## config.mk

```make
export PLATFORM = sky130hd
export DESIGN_NAME = truth_table_sweeper
export DESIGN_NICKNAME = d
export VERILOG_FILES = /design/src/rtl/truth_table_sweeper.sv
export SDC_FILE = /design/constraint.sdc
export NUM_CORES = 1
export LEC_CHECK = 0
export BUFFER_PORTS_ARGS = -buffer_cell sky130_fd_sc_hd__buf_2
export CAP_MARGIN = 20
export CELL_PAD_IN_SITES_DETAIL_PLACEMENT = 2
export CELL_PAD_IN_SITES_GLOBAL_PLACEMENT = 2
export CORE_ASPECT_RATIO = 1.1
export CORE_MARGIN = 3
export CORE_UTILIZATION = 32
export CTS_CLUSTER_DIAMETER = 60
export DETAILED_ROUTE_END_ITERATION = 8
export PLACE_DENSITY_LB_ADDON = 0.1
export SLEW_MARGIN = 15
export SYNTH_ARGS = -nofsm -noshare
export SYNTH_HDL_FRONTEND = slang
export SYNTH_SLANG_ARGS = --single-unit
```

## constraint.sdc

```tcl
create_clock -name clk -period 1.9 [get_ports clk]
set_input_delay 0.38 -clock clk [delete_from_list [all_inputs] [get_ports clk]]
set_output_delay 0.38 -clock clk [all_outputs]
set_load 0.02 [all_outputs]
```

## src/rtl/truth_table_sweeper.sv

```systemverilog
// rtl/truth_table_sweeper.sv - sweeps a,b,c through 000..111 and captures f1/f2 truth tables
module truth_table_sweeper #(
   parameter int DWELL = 20
) (
   input  logic       clk,
   input  logic       rst,
   input  logic       start,
   input  logic       abort,
   input  logic       f1,
   input  logic       f2,
   output logic       a,
   output logic       b,
   output logic       c,
   output logic       busy,
   output logic       done,
   output logic [7:0] tt_f1,
   output logic [7:0] tt_f2
);

   typedef enum logic [1:0] {
      IDLE  = 2'd0,
      DRIVE = 2'd1,
      DONE  = 2'd2
   } state_t;

   localparam logic [7:0] CNT_LAST = 8'(DWELL - 1);

   state_t     state, state_nxt;
   logic [2:0] idx, idx_nxt;
   logic [7:0] cnt, cnt_nxt;
   logic       busy_nxt, done_nxt;
   logic [7:0] tt_f1_nxt, tt_f2_nxt;

   // Stimulus is the registered vector index itself, so a/b/c change on the sampling edge.
   assign a = idx[2];
   assign b = idx[1];
   assign c = idx[0];

   always_ff @(posedge clk) begin
      if (rst) begin
         state <= IDLE;
         idx   <= 3'd0;
         cnt   <= 8'd0;
         busy  <= 1'b0;
         done  <= 1'b0;
         tt_f1 <= 8'h00;
         tt_f2 <= 8'h00;
      end else begin
         state <= state_nxt;
         idx   <= idx_nxt;
         cnt   <= cnt_nxt;
         busy  <= busy_nxt;
         done  <= done_nxt;
         tt_f1 <= tt_f1_nxt;
         tt_f2 <= tt_f2_nxt;
      end
   end

   always_comb begin
      state_nxt = state;
      idx_nxt   = idx;
      cnt_nxt   = cnt;
      busy_nxt  = busy;
      done_nxt  = 1'b0;
      tt_f1_nxt = tt_f1;
      tt_f2_nxt = tt_f2;
      case (state)
         IDLE: begin
            if (start) begin
               state_nxt = DRIVE;
               idx_nxt   = 3'd0;
               cnt_nxt   = 8'd0;
               busy_nxt  = 1'b1;
               tt_f1_nxt = 8'h00;
               tt_f2_nxt = 8'h00;
            end
         end
         DRIVE: begin
            if (abort) begin
               state_nxt = IDLE;
               idx_nxt   = 3'd0;
               cnt_nxt   = 8'd0;
               busy_nxt  = 1'b0;
            end else if (cnt != CNT_LAST) begin
               cnt_nxt = cnt + 8'd1;
            end else begin
               // End of dwell: the block has had the whole dwell to settle on this vector.
               tt_f1_nxt[idx] = f1;
               tt_f2_nxt[idx] = f2;
               cnt_nxt        = 8'd0;
               if (idx != 3'd7) begin
                  idx_nxt = idx + 3'd1;
               end else begin
                  state_nxt = DONE;
                  busy_nxt  = 1'b0;
                  done_nxt  = 1'b1;
               end
            end
         end
         DONE: begin
            state_nxt = IDLE;
         end
         default: begin
            state_nxt = IDLE;
         end
      endcase
   end

endmodule

```

==> results.md <==
* # H-tree levels at 2
* Final WS setup at 0.108 ns
* Outcome: completed
* Maximum Capacitance Violations at 0
* Synth unique cells at 36
* Post-Synthesis Cells at 161
* Post-DR wirelength/cell at around 18 um
* Crit path to: tt_f2[6]
* Die Wd at 69.6 um
* Worst hold-check slack at approximately 0.47 ns
* Synth area leader: dfxtp_1
* Routed Antenna Nets at 0
* Hold Crit Class: register to register
* Worst skew pair latency at approximately 0.28 ns
* Setup violations, final at 0
* Inst Count DP at ~240
* Gr usage total at 0.172
* Max VDD drop at between 0.4 and 0.5 mV
* Nets at 203
* Worst-case clock skew at between 0.003 and 0.004 ns
* CP max stage cell: dfxtp_1
* DRT Pass-1 Iters at 4
* WP buf/inv at 0
* DRC at 0
* Core area at a little over 4000 sq um
* Design Power at around 1300 uW
* Yosys top cell area share at 0.436
* Num rows at 24
* Root Driver: clkbuf_8
* Sequence of cells on the critical path: ha_1 > and4bb_4 > and2_1 > nand4b_1 > o21ai_0
* Crit path kind: register to register
* I/O pins at 27
* Synth top area cells: dfxtp_1, o21ai_0, nor2_1
* Inserted Clock Buffers at 5
* Slew Limit Headroom at 0.649
* F_max at roughly 560 MHz
* Synth Flop Type: dfxtp_1
* Max stage delay on crit path at around 0.37 ns
* Reg2reg setup slack at between 0.1 and 0.15 ns
* Leak at around 0.00071 uW
* Largest net degree at the start of global routing at 22
* First-pass GRT wire length at slightly above 7000 um
* Post-DP HPWL at between 3000 and 4000 um
* Vias in the first global route at 1442
* Worst r2r dst: tt_f2[6]
* DR iter-0 viols at 83
* Vias per cell at around 5.4
* CP endpoint kind: register
* Pwr Density at 762 nW/um^2
* Number of flops mapped to enable cells by yosys at 0
* Antenna violations before repair at 0
* Clk slew on worst S/H paths at approximately 0.070 ns
* Final hold violation count at 0
* Wirelength, routed at about 4400 um
* Mapped cell area at 1420 sq um
* R2r worst-path depth at 5
* R2R Path Start: cnt[0]
* IO Port Bufs at 26
* Worst EP arrival at between 1.5 and 2 ns
* Final Cycle Share at 0.943
* Sink Count at 31
* Die H at between 70 and 80 um
* Register area share after synthesis at 0.436
* Worst Setup SP: cnt[0]
* Avg Cell Area, Syn at 8.84 sq um
* Die footprint at 5290 sq um
* Max Slew Vio Count at 0
* Share of synthesized registers carrying an async set or reset at 0
* Actual slew at the worst max-slew pin at around 0.53 ns
* Congestion Overflow GR at 0
* Vias at between 1000 and 1500
* Flops & latches, synth at 31
* Stages on worst setup path at 5
* Syn Nets at 170
* Dpl ws at -0.180 ns
* Largest delay share family, worst path: simple AND/OR/NAND/NOR gates
* Crit start category: register
* Worst Path Required at 2.10 ns
* ANT cells at 0
* Final non-filler cell total at ~250
* Area growth syn-to-layout at 24.4%
* GPL Wtd Cong at slightly below 0.8
* Post-layout minimum cycle time at between 1.5 and 2 ns
* Synth warn at 0
* Clock buffer depth at 2
* CP max FO at 7
* CTS tree: built
* Layout cells sized above 1 at 0.251
* Initial Utilization at 0.346
area by class of cell:
| type | count | area, sq um |
|---|---|---|
| well taps | 52 | 65.1 |
| fillers | 447 | 2340 |
| repair buffers | 34 | 203 |
| flip-flops and latches | 31 | 621 |
| inverters | 2 | 7.51 |
| multi-input cells | 120 | 776 |
| clock buffers | 8 | 100 |
stage by stage:
step | cell area (sq um) | utilization | setup TNS, ns
floorplan | 1420 | - | 0
global placement | 1640 | 0.399 | -0.155
detailed placement | 1640 | 0.399 | -2.03
CTS | 1750 | 0.426 | 0
global route | 1770 | 0.431 | -0.00190
finish | 1770 | 0.431 | 0
tightest hold or removal path, stage by stage, from the launching register on:
cell and delay (ns):
dfxtp_1 0.31, o21ai_0 0.06, o21ai_1 0.06
worst min-delay path by stage:
stage / start / endpoint / cells after the start
final: tt_f1[4] / tt_f1[4] / 2
after global routing: tt_f2[0] / tt_f2[0] / 2
after CTS: tt_f1[4] / tt_f1[4] / 2
after detailed placement: tt_f1[4] / tt_f1[4] / 2
after global placement: tt_f1[2] / tt_f1[2] / 2
after floorplan: cnt[6] / cnt[6] / 2
state kept, by name (all words and copies together), names as in the netlist:
register,count
idx,3
state,2
busy,1
tt_f1,8
tt_f2,8
done,1
cnt,8
layout by cell type (no fill, tap or decap), drive strengths merged:
cell type,instances
a211oi,1
a21oi,5
a22oi,1
a311oi,1
and2,3
and3,2
and3b,3
and4bb,1
buf,34
clkbuf,8
dfxtp,31
ha,3
inv,2
mux2i,1
nand2,4
nand3,2
nand3b,3
nand4,7
nand4b,2
nor2,14
nor3,5
nor3b,4
o21ai,35
o21ba,1
o21bai,2
o22ai,8
or3,1
or3b,4
or4,1
xnor2,3
xor2,3
cells in the mapped netlist, drive strengths merged (2+ instances only):
| master | number |
|---|---|
| o21ai | 35 |
| dfxtp | 31 |
| nor2 | 14 |
| o22ai | 8 |
| clkbuf | 7 |
| nand4 | 7 |
| a21oi | 5 |
| nor3 | 5 |
| nand2 | 4 |
| nor3b | 4 |
| or3b | 4 |
| and2 | 3 |
| and3b | 3 |
| ha | 3 |
| nand3b | 3 |
| xnor2 | 3 |
| xor2 | 3 |
| and3 | 2 |
| inv | 2 |
| nand3 | 2 |
| nand4b | 2 |
| o21bai | 2 |
metal layers:
| layer | track usage | wire length (um) |
|---|---|---|
| met1 | 0.187 | 1810 |
| met2 | 0.322 | 2420 |
| met3 | 0.0516 | 148 |
| met4 | 0.0449 | 30 |
| met5 | 0 | 0 |
where the power goes:
part / total [uW] / switching, uW / leakage [uW] / internal (uW)
combinational: 111 / 71.1 / 0.000411 / 40.3
sequential: 662 / 6.34 / 0.000250 / 656
clock: 576 / 246 / 0.0000515 / 330
total: 1350 / 323 / 0.000713 / 1030
repair_timing:
item	4_1_cts	5_1_grt
gates resized for setup	1	0
pin swaps	0	1
cloned	0	0
endpoints found under the setup margin	16	15
hold buffers	0	0
buffers inserted	0	1
cell families after synthesis:
group	after synthesis	synth area share
flip-flops	31	0.436
AND/OR/NAND/NOR	56	0.250
adder cells (fa/ha/maj)	3	0.0264
buffers and inverters	10	0.0272
multiplexers	1	0.00703
AO/OA/AOI/OAI	54	0.217
XOR/XNOR	6	0.0369
Note: power is estimated with default switching activity, not from simulation.
